$ cat src/rtl/mque_rd_sch.sv
// -----------------------------------------------------------------------------
// mque_rd_sch
//
// Round-robin read scheduler for a multi-queue FIFO that shares one RAM across
// PORT_NUM logical queues. Each cycle it picks one non-empty, enabled, unlocked
// queue and strobes a read to it. It then realigns the returned data with its
// source port and presents the result on a valid/ready stream through a small
// output buffer. Reads are only issued while the buffer has guaranteed room for
// every read already in flight. Because of this, downstream back-pressure can
// never cause an over-read.
//
// Ports
//   clks, reset_n         clock, synchronous active-low reset
//   sch_en                global issue enable
//   port_en[PORT_NUM]     per-port issue enable
//   ef[PORT_NUM]          queue empty flags (may lag a read by up to LOCK_CYC)
//   rd, rport             queue read strobe and port
//   rdata                 queue read data, valid RD_LAT cycles after rd
//   dout_vld/data/port    output stream (first-word-fall-through)
//   dout_rdy              downstream accept
//   busy                  reads in flight or output buffer non-empty
// -----------------------------------------------------------------------------
module mque_rd_sch #(
    parameter int PORT_NUM    = 2,
    parameter int PORT_WIDTH  = 1,
    parameter int RDATA_WIDTH = 72,
    parameter int RD_LAT      = 2,
    parameter int LOCK_CYC    = 2,
    parameter int OUT_DEPTH   = 4,
    parameter int OUT_AW      = 2
) (
    input  logic                   clks,
    input  logic                   reset_n,
    input  logic                   sch_en,
    input  logic [PORT_NUM-1:0]    port_en,
    input  logic [PORT_NUM-1:0]    ef,
    output logic                   rd,
    output logic [PORT_WIDTH-1:0]  rport,
    input  logic [RDATA_WIDTH-1:0] rdata,
    output logic                   dout_vld,
    output logic [RDATA_WIDTH-1:0] dout_data,
    output logic [PORT_WIDTH-1:0]  dout_port,
    input  logic                   dout_rdy,
    output logic                   busy
);

    localparam int LCW = (LOCK_CYC < 1) ? 1 : $clog2(LOCK_CYC + 1);

    // Control state (reset)
    logic [PORT_WIDTH-1:0] last_q, last_d;
    logic [LCW-1:0]        lock_q [PORT_NUM];
    logic [LCW-1:0]        lock_d [PORT_NUM];
    logic [RD_LAT-1:0]     pv_q, pv_d;
    logic [OUT_AW-1:0]     wr_ptr_q, wr_ptr_d, rd_ptr_q, rd_ptr_d;
    logic [OUT_AW:0]       occ_q, occ_d;

    // Data state (not reset)
    logic [PORT_WIDTH-1:0]  pp_q [RD_LAT];
    logic [PORT_WIDTH-1:0]  pp_d [RD_LAT];
    logic [RDATA_WIDTH-1:0] data_mem [OUT_DEPTH];
    logic [PORT_WIDTH-1:0]  port_mem [OUT_DEPTH];

    logic [PORT_NUM-1:0]   elig;
    logic                  found;
    logic [PORT_WIDTH-1:0] grant;
    int                    inflight;
    logic                  credit_ok;
    logic                  push, pop;

    // Arbiter: first eligible port after `last`, wrapping modulo PORT_NUM.
    // NOTE: every variable assigned in always_comb gets a default first so no
    // path leaves it unassigned, which would otherwise infer a latch.
    always_comb begin
        elig  = '0;
        found = 1'b0;
        grant = last_q;
        for (int i = 0; i < PORT_NUM; i++) begin
            elig[i] = port_en[i] & ~ef[i] & (lock_q[i] == '0);
        end
        for (int k = 1; k <= PORT_NUM; k++) begin
            int idx;
            idx = int'(last_q) + k;
            if (idx >= PORT_NUM) idx = idx - PORT_NUM;
            if (!found && elig[idx]) begin
                found = 1'b1;
                grant = PORT_WIDTH'(idx);
            end
        end
    end

    // Credit: every in-flight read already owns a buffer slot. Same-cycle pops
    // are deliberately not counted, which keeps this path off dout_rdy.
    always_comb begin
        inflight = 0;
        for (int i = 0; i < RD_LAT; i++) begin
            if (pv_q[i]) inflight = inflight + 1;
        end
    end

    assign credit_ok = (int'(occ_q) + inflight) < OUT_DEPTH;
    assign rd        = reset_n & sch_en & credit_ok & found;
    assign rport     = rd ? grant : last_q;

    assign push      = pv_q[RD_LAT-1];
    assign dout_vld  = (occ_q != '0);
    assign pop       = dout_vld & dout_rdy;
    assign dout_data = data_mem[rd_ptr_q];
    // Masked so the port reads 0 while the (unreset) buffer is empty.
    assign dout_port = dout_vld ? port_mem[rd_ptr_q] : '0;
    assign busy      = (inflight != 0) | dout_vld;

    always_comb begin
        last_d = rd ? grant : last_q;

        // A granted port is locked long enough for its ef to catch up.
        for (int i = 0; i < PORT_NUM; i++) begin
            lock_d[i] = lock_q[i];
            if (rd && (grant == PORT_WIDTH'(i))) begin
                lock_d[i] = LCW'(LOCK_CYC);
            end else if (lock_q[i] != '0) begin
                lock_d[i] = lock_q[i] - LCW'(1);
            end
        end

        // Return pipeline: stage RD_LAT-1 lines up with rdata.
        pv_d[0] = rd;
        pp_d[0] = grant;
        for (int i = 1; i < RD_LAT; i++) begin
            pv_d[i] = pv_q[i-1];
            pp_d[i] = pp_q[i-1];
        end

        wr_ptr_d = push ? wr_ptr_q + OUT_AW'(1) : wr_ptr_q;
        rd_ptr_d = pop  ? rd_ptr_q + OUT_AW'(1) : rd_ptr_q;
        occ_d    = occ_q;
        if (push && !pop)      occ_d = occ_q + (OUT_AW+1)'(1);
        else if (!push && pop) occ_d = occ_q - (OUT_AW+1)'(1);
    end

    // NOTE: state registers use non-blocking assignments so every flop samples
    // pre-edge values regardless of process evaluation order.
    always_ff @(posedge clks) begin
        if (!reset_n) begin
            last_q   <= PORT_WIDTH'(PORT_NUM - 1);
            for (int i = 0; i < PORT_NUM; i++) lock_q[i] <= '0;
            pv_q     <= '0;
            wr_ptr_q <= '0;
            rd_ptr_q <= '0;
            occ_q    <= '0;
        end else begin
            last_q   <= last_d;
            lock_q   <= lock_d;
            pv_q     <= pv_d;
            wr_ptr_q <= wr_ptr_d;
            rd_ptr_q <= rd_ptr_d;
            occ_q    <= occ_d;
        end
    end

    // NOTE: the port pipeline and buffer storage are not reset. Their contents
    // are only observed behind valid bits and pointers that are reset, so
    // resetting them would only add reset fan-out and block RAM inference.
    always_ff @(posedge clks) begin
        pp_q <= pp_d;
        if (push) begin
            data_mem[wr_ptr_q] <= rdata;
            port_mem[wr_ptr_q] <= pp_q[RD_LAT-1];
        end
    end

endmodule

$ cat config.mk
export PLATFORM = sky130hd
export DESIGN_NAME = mque_rd_sch
export DESIGN_NICKNAME = d
export VERILOG_FILES = /design/src/rtl/mque_rd_sch.sv
export SDC_FILE = /design/constraint.sdc
export NUM_CORES = 1
export LEC_CHECK = 0
export ABC_AREA = 1
export CORE_MARGIN = 4
export CORE_UTILIZATION = 49
export CTS_CLUSTER_SIZE = 8
export DETAILED_ROUTE_END_ITERATION = 8
export PLACE_DENSITY = 0.72
export SYNTH_ARGS = -nofsm -noshare
export SYNTH_HDL_FRONTEND = slang
export SYNTH_SLANG_ARGS = --single-unit
$ cat constraint.sdc
create_clock -name clks -period 3.3 [get_ports clks]
set_input_delay 0.66 -clock clks [delete_from_list [all_inputs] [get_ports clks]]
set_output_delay 0.66 -clock clks [all_outputs]
set_load 0.03 [all_outputs]
==> results by group, run 1 <==
Status
  – Status: finished, final reports clean

Timing
  – Min cycle time layout: 3220 ps
  – RSZ-0062 raised after global routing: true
  – Setup Skew: 8.78 ps
  – Fin crit share: 97.5%
  – Final Hold Viols: 0
  – Setup TNS: 0 ps
  – Min Hold Slack: about 360 ps
  – Max transition margin: 49.7%
  – Least-Margin Pin Slew: 753 ps
  – Max Slew Vio Count: 0
  – PnR worst setup slack: approximately 82 ps
  – Setup Viol. Count Final: 0
  – Fmax: a little over 300 MHz

Worst setup path
  – CP required: 2640 ps
  – Max incr delay on CP: 730 ps
  – Critical Path Slowest Stage Cell: clkdlybuf4s50_1
  – CP Class: reg2out
  – Crit start category: flop
  – Worst Reg2Reg Path Length in Cells: 5
  – Crit-path cells: inv_2 > o21ai_0 > o22ai_1 > clkdlybuf4s50_1
  – Critical path arrival: 2560 ps
  – CP endpoint kind: primary output
  – Largest fanout on the critical path: 37

CTS
  – Worst-skew pair later-pin latency: 510 ps
  – Post-CTS setup repair buffer count: 0
  – Hold buffer count at cts: 0
  – Worst-path clk slew: 50 ps
  – Clock Sinks: 310
  – Resize count post-CTS: 0
  – CTS buffer count: 44
  – Clk buf depth: 3
  – CTS tree: built
  – Root Buffer: clkbuf_16
  – H-tree Lvls: 2

Global routing
  – Total track usage: 18.2%
  – Vias in the first global route: 7052
  – Global-route wire length before repair: 37700 um
  – Largest net degree at the start of global routing: 55
  – Total grt overflow: 0
  – Antenna violations before repair: 0

Routing
  – Aggregate routed wire length: 24100 um
  – Initial DRC Count: around 450
  – Final ANT Viol Nets: 0
  – DRC viols: 0
  – Via count: 7079
  – Pre-antenna DRT Iters: 6
  – Vias per inst: 5.33
  – Avg WL per Cell: 18.1 um

Yosys
  – Seq/Total Area, Yosys: between 70% and 80%
  – Count of cell types in the netlist: 19
  – Yosys top cell area share: between 70% and 80%
  – Post-synth net total: roughly 910
  – Top cells by area, synth: edfxtp_1 75%, nor2_1 5.1%, o22ai_1 3.9%
  – Yosys reg bits: 310
  – Avg Cell Area, Syn: 14.3 sq um
  – Post-synth top area cell: edfxtp_1
  – Synth Cell Area: 11600 sq um
  – Post-Syn Instances: 817
  – Ys Warns: 0

Placement
  – RePlAce Congestion: 0.761
  – Hpwl dp: 13700 um
  – Setup slack after placement: 343 ps
  – Placed cells: 1266
  – Port buffer count: 156

Min path
  – Worst hold stages: 0
  – Worst min-delay path class: reg2reg

Floorplanning
  – Num ports: 157
  – Rows: 56
  – Die width: roughly 160 um
  – DIE AREA: 26300 sq um
  – DIE HEIGHT: 162 um
  – Initial core utilization: 49.8%
  – Core box area: 23400 sq um

Layout
  – Layout cell share with drive strength beyond 1: 11.4%
  – Commonest cells after routing, fill and taps aside: 292 x edfxtp_1, 159 x nor2_1, 116 x clkdlybuf4s50_1
  – Area Overhead vs Synth: 25.7%
  – Layout Cells excl Fill: 1329
  – # nets final: 1082
  – Commonest non-fill, non-tap cell in the layout: edfxtp_1

Power and ir drop
  – VDD IR max: 0.000577 V
  – Total power: ~11 mW
  – Power Dens Cells: 761 nW/um^2
  – Leak pwr: roughly 5 nW

Run
  – Max-cap violations: 0
sequential cells by signal, summed over array words and instances (netlist names), named ones only:
| name | count |
|---|---|
| wr_ptr_q | 2 |
| pv_q | 2 |
| pp_q | 1 |
| port_mem | 4 |
| data_mem | 288 |
| occ_q | 3 |
| last_q | 1 |
| pp_d | 1 |
| lock_q | 4 |
| rd_ptr_q | 2 |
layout make-up:
type | instances | area, sq um
diodes | 1 | 2.50
clock buffers | 62 | 1200
fillers | 1767 | 8760
inverters | 25 | 104
multi-input cells | 434 | 2110
flip-flops and latches | 310 | 9130
well taps | 319 | 399
repair buffers | 178 | 1690
through the flow:
stage               area [sq um]  utilization, %
global placement           13400            57.4
detailed placement         13400            57.4
finish                     14600            62.6
global route               14600            62.6
floorplan                  11600               -
CTS                        14600            62.5
worst paths after layout:
path / start / end / slack [ps]
max reg2reg: wr_ptr_q[0] / data_mem[0][47] / 1250
min: pp_d[0] / pp_q[0] / 360
min reg2reg: pp_d[0] / pp_q[0] / 360
max: flop / dout_data[45] / 80
cell families after synthesis:
group / after synthesis / share of synthesized area (%)
AOI/OAI and AO/OA: 234 / 10.8
adders and majority gates: 9 / 1.03
buffers and inverters: 73 / 3.52
DFF: 310 / 78.4
and+or+nand+nor: 191 / 6.25
cell usage after synthesis (all sizes together):
cell type	count
dfxtp	18
ha	8
clkinv	1
o21ai	153
inv	24
nor2	159
a21oi	9
buf	29
nand2	24
o22ai	72
fa	1
nand3	7
edfxtp	292
nand4	1
clkbuf	19
power by group:
group          leakage [nW]  switching (mW)  total [mW]  internal [mW]
Clock                 0.581            1.43        3.89           2.46
Combinational          1.67            1.81        2.80          0.996
Sequential             2.78          0.0622        4.45           4.39
Total                  5.03            3.30        11.1           7.84
metal layers:
layer	up-vias	global-route usage (%)	routed length (um)
met5	-	0	0
met4	0	5.23	444
met3	43	4.34	1440
met2	191	30.7	11800
met1	3469	23.8	10400
li1	3376	-	-
critical path, delay by kind of cell, from the launching register on:
| kind | cells | cell delay (ps) |
|---|---|---|
| AO/OA/AOI/OAI | 2 | 460 |
| buffers and inverters | 2 | 1280 |
| flip-flops | 1 | 320 |
Note: power is estimated with default switching activity, not from simulation.
==> run 2: changes to the inputs <==
--- a/config.mk
+++ b/config.mk
@@ -6,6 +6,7 @@
 export NUM_CORES = 1
 export LEC_CHECK = 0
 export ABC_AREA = 1
+export CAP_MARGIN = 0
 export CORE_MARGIN = 4
 export CORE_UTILIZATION = 49
 export CTS_CLUSTER_SIZE = 8
==> results of run 2 <==
Final layout, timing and power as in run 1 (identical DEF).
==> variant 1, RTL diff (flow settings as in run 1) <==
Make the reset (`reset_n`) asynchronous in one clocked block. Comments in the files are not updated.
--- a/src/rtl/mque_rd_sch.sv
+++ b/src/rtl/mque_rd_sch.sv
@@ -141,3 +141,3 @@
     // pre-edge values regardless of process evaluation order.
-    always_ff @(posedge clks) begin
+    always_ff @(posedge clks or negedge reset_n) begin
         if (!reset_n) begin
Behaviour: differs if reset_n is asserted again (counterexample within 4 cycles, from zero or initial values and one cycle with reset_n low); with reset_n held inactive, the same outputs for 4 cycles.
==> variant 1 against run 1 <==
Cell area grew 0.85%. Combinational power grew 79%. Routed wire length up 1.2%. Synthesized area is 1.3% higher. Global-route usage shrank 0.14 points. Sequential cell count decreased by 2. Total power rose by 22%. Worst setup slack improved by 0.25 ns. Maximum frequency grew 8.4%. Largest power group is now combinational logic.
==> variant 1: results (changes against run 1) <==
Power
  • Peak supply drop: 0.805 mV (was 0.577 mV)
  • Leak pwr: 5.13 nW (was 5.03 nW)

Global route
  • Via count of the first global-routing pass: 7115 (was 7052)
  • GRT Total Usage: 0.181 (was 0.182)
  • Largest net degree at the start of global routing: 89 (was 55)
  • Global-route wire length before repair: 38.0 mm (was 37.7 mm)

Finish
  • # fillers: 1786 (was 1767)
  • Antenna cell count: 0 (was 1)
  • Share of cells above drive strength 1: 0.173 (was 0.114)
  • Nets: 1076 (was 1082)
  • Final std cells w/o fill: 1321 (was 1329)

Setup path
  • End of the critical path: dout_data[44] (was dout_data[45])
  • Worst R2R Start: wr_ptr_q[0]$_DFFE_PN0P_ (was wr_ptr_q[0]$_SDFFE_PN0P_)
  • RR Endpoint: data_mem[0][59]$_DFFE_PP_ (was data_mem[0][47]$_DFFE_PP_)
  • Critical path fanouts, max: 39 (was 37)
  • R2R depth: 6 (was 5)

Synthesis
  • Synth Net Count: 905 (was 906)
  • Gate Count Post-Synth: 814 (was 817)
  • Synth cell types: 27 (was 19)
  • Synth top cells by count: 292 x edfxtp_1, 150 x nor2_1, 92 x o21ai_0 (was 292 x edfxtp_1, 159 x nor2_1, 81 x o21ai_0)
  • Sequential-to-total area share from yosys stat: 0.777 (was 0.784)

Timing
  • Final hold slack: 0.325 ns (was 0.362 ns)
  • Max Clock Skew: 0.00812 ns (was 0.00878 ns)
  • Max-slew headroom: 0.602 (was 0.497)

Run status
  • Outcome: complete, no violations (unchanged)

Placed design
  • Routability cong.: 0.725 (was 0.761)

Detailed routing
  • WL final: 24.4 mm (was 24.1 mm)
  • Vias: 7061 (was 7079)
[variant 1: cell types whose count changed after synthesis, sizes merged, moves of 4 or more]
| cell | change |
|---|---|
| xor2 | +4 |
| dfxtp | -16 |
| o21ai | -4 |
| nand3 | -4 |
| dfrtp | +13 |
| clkbuf | +4 |
| a21oi | -7 |
[variant 1: layer usage]
metal	vias up	share of wire	track usage
met3	44	0.057	0.0373
met5	-	0	0
met4	0	0.022	0.0579
li1	3367	-	-
met2	191	0.50	0.311
met1	3459	0.42	0.232
[variant 1: worst max-delay path, stage by stage (launching register included)]
cell	delay, ns
dfrtp_4	0.70
buf_4	0.44
o21ai_0	0.19
o22ai_1	0.24
buf_4	0.20
[variant 1: logic make-up (layout without fill, tap and decap cells)]
group / Yosys count / in the layout / synth area share
flip-flops: 308 / 308 / 0.777
buffers and inverters: 73 / 261 / 0.0339
AND/OR/NAND/NOR: 192 / 192 / 0.0640
AO/OA/AOI/OAI: 223 / 223 / 0.108
XOR/XNOR: 5 / 5 / 0.00371
multiplexers: 2 / 2 / 0.00191
adder cells (fa/ha/maj): 11 / 11 / 0.0123
[variant 1: metrics by stage]
stage	area (um^2)	setup slack (ns)
finish	14800	0.330
global route	14800	0.185
CTS	14800	0.329
detailed placement	13500	0.791
global placement	13500	0.788
floorplan	11800	0.776
[variant 1: area by class of cell]
type	instances	area, um^2	area share
Sequential cell	308	9170	0.621
Multi-Input combinational cell	433	2230	0.151
Timing Repair Buffer	174	1620	0.110
Clock buffer	62	1230	0.0835
Tap cell	319	399	0.0270
Inverter	24	97.6	0.00661
Clock inverter	1	16.3	0.00110
[variant 1: report_power, final]
group | internal (mW) | switching [mW] | total, mW
combinational | 1.74 | 3.28 | 5.02
clock | 2.54 | 1.47 | 4.02
sequential | 4.46 | 0.158 | 4.61
total | 8.74 | 4.91 | 13.6
==> variant 2, RTL diff (settings of run 1) <==
Made on the original files. The parameter `RDATA_WIDTH` goes from 72 to 144.
--- a/src/rtl/mque_rd_sch.sv
+++ b/src/rtl/mque_rd_sch.sv
@@ -25,3 +25,3 @@
     parameter int PORT_WIDTH  = 1,
-    parameter int RDATA_WIDTH = 72,
+    parameter int RDATA_WIDTH = 144,
     parameter int RD_LAT      = 2,
Ports: changed (resized dout_data and rdata); port bits go from 157 to 301. The function was not compared with the original's and may differ.
==> variant 2 against run 1 <==
Cell area increased by 93%. Sequential power increased by 92%. Utilization increased by 1.1 points. Clock skew increased by 0.0051 ns. Sequential cell count increased by 288. Largest cell class unchanged. Routed wire length increased by 110%. Combinational power increased by 95%. Worst setup slack improved by 0.0042 ns. Synthesized area increased by 90%. Critical endpoint is now dout_data[111]. Total power increased by 93%.
==> variant 2: results (changes against run 1) <==
Setup path
  • Worst stage delay on the critical path: 0.71 ns (was 0.73 ns)
  • Worst EP arrival: 2.55 ns (was 2.56 ns)
  • Critical path fanouts, max: 53 (was 37)

Hold path
  • HP Class: register to register (unchanged)

Placed design
  • Placement Setup Slack: 0.246 ns (was 0.343 ns)
  • Post-DP HPWL: 28.0 mm (was 13.7 mm)
  • Placed insts: 2337 (was 1266)
  • Placed cell areas: 25900 um^2 (was 13400 um^2)
  • Port Buffers: 300 (was 156)
  • Routability cong.: 0.754 (was 0.761)

Clock tree
  • H-tree Lvls: 3 (was 2)
  • Clock latency on the worst-skew pair: 0.59 ns (was 0.51 ns)
  • Num CTS Buffers: 84 (was 44)

Detailed routing
  • WL final: 51.5 mm (was 24.1 mm)
  • Top layer reached by signal wires: met5 (was met4)
  • Met1 WL: 20.6 mm (was 10.4 mm)
  • Vias: 13600 (was 7079)
  • Number of DRC markers in iteration 0: 980 (was 447)
  • Metal2 WL: 25.4 mm (was 11.8 mm)
  • Wire per inst: 21.0 um (was 18.1 um)
  • Met3 wire length: 4.27 mm (was 1.44 mm)
  • Initial DRT Pass Iterations: 4 (was 6)

Power
  • Leak pwr: 9.93 nW (was 5.03 nW)
  • Peak supply drop: 0.496 mV (was 0.577 mV)

Finish
  • Nets: 1995 (was 1082)
  • # fillers: 3173 (was 1767)
  • Largest registers: data_mem: 576 flops, lock_q: 4 flops, port_mem: 4 flops (was data_mem: 288 flops, lock_q: 4 flops, port_mem: 4 flops)
  • Share of cells above drive strength 1: 0.0814 (was 0.114)

Global route
  • GR Layer Usage met2: 0.347 (was 0.307)
  • Met3 Use GR: 0.0628 (was 0.0434)
  • GR Layer Usage met1: 0.260 (was 0.238)
  • Initial antenna violation count: 6 (was 0)
  • Global-route wire length before repair: 77.9 mm (was 37.7 mm)
  • Largest net degree at the start of global routing: 101 (was 55)
  • GRT Total Usage: 0.208 (was 0.182)

Synthesis
  • Synth Net Count: 1674 (was 906)
  • Synth warnings: 0 (unchanged)
  • Synth Area per Inst: 14.6 um^2 (was 14.3 um^2)
  • Dominant cells by area after synthesis: edfxtp_1 79%, o21ai_0 6.7%, nor2_1 5.1%, o22ai_1 4.1%, dfxtp_1 1.6% (was edfxtp_1 75%, nor2_1 5.1%, o22ai_1 3.9%, o21ai_0 3.5%, dfxtp_1 3.1%)
  • Synth cell types: 19 (unchanged)
  • Synth top cells by count: 580 x edfxtp_1, 303 x nor2_1, 295 x o21ai_0 (was 292 x edfxtp_1, 159 x nor2_1, 81 x o21ai_0)

Timing
  • Max Clock Skew: 0.0139 ns (was 0.00878 ns)
  • Slew @ Worst Pin: 0.947 ns (was 0.753 ns)

Run status
  • Outcome: complete, no violations (unchanged)
## variant 2: cell count changes after synthesis, moves of 9 or more
| cell | delta |
|---|---|
| edfxtp_1 | +288 |
| o21ai_0 | +214 |
| nor2_1 | +144 |
| o22ai_1 | +72 |
| o21ai_1 | -70 |
| clkbuf_1 | +51 |
| buf_6 | -11 |
| buf_4 | +9 |
## variant 2: cell families after synthesis
logic type	count (synthesis)	share of synthesized area
and+or+nand+nor	335	0.0573
adders and majority gates	9	0.00543
DFF	598	0.803
buffers and inverters	121	0.0244
AOI/OAI and AO/OA	450	0.110
## variant 2: final timing paths
path / startpoint / to / slack, ns / cells past startpoint
hold / removal: pp_d[0]$_DFF_P_ / pp_q[0]$_DFF_P_ / 0.38 / 0
setup reg to reg: pv_q[1]$_SDFF_PN0_ / data_mem[3][19]$_DFFE_PP_ / 0.79 / 4
hold reg to reg: pp_d[0]$_DFF_P_ / pp_q[0]$_DFF_P_ / 0.38 / 0
setup / recovery: register / dout_data[111] / 0.09 / 5
## variant 2: power breakdown
part           switching (mW)  internal, mW
registers              0.0838          8.46
logic                    3.57          1.88
clock network            2.85          4.64
total                    6.51          15.0
## variant 2: timing repair
item	CTS	global route
endpoints found under the setup margin	110	64
gates resized for setup	54	56
setup buffers	1	1
gates cloned	1	0
hold buffers	0	0
## variant 2: final cells by class
cell class	count	area [um^2]	area share
Multi-Input combinational cell	794	3820	0.135
Inverter	25	124	0.00438
Tap cell	592	741	0.0262
Clock inverter	5	51.3	0.00181
Clock buffer	101	2220	0.0784
Antenna cell	2	5.00	0.000177
Sequential cell	598	17800	0.629
Timing Repair Buffer	331	3550	0.125
## variant 2: critical path: cells and delay by family, from the launching register on
family / cells / cell delay (ns)
AO/OA/AOI/OAI: 2 / 0.28
buffers and inverters: 3 / 1.21
flip-flops: 1 / 0.45
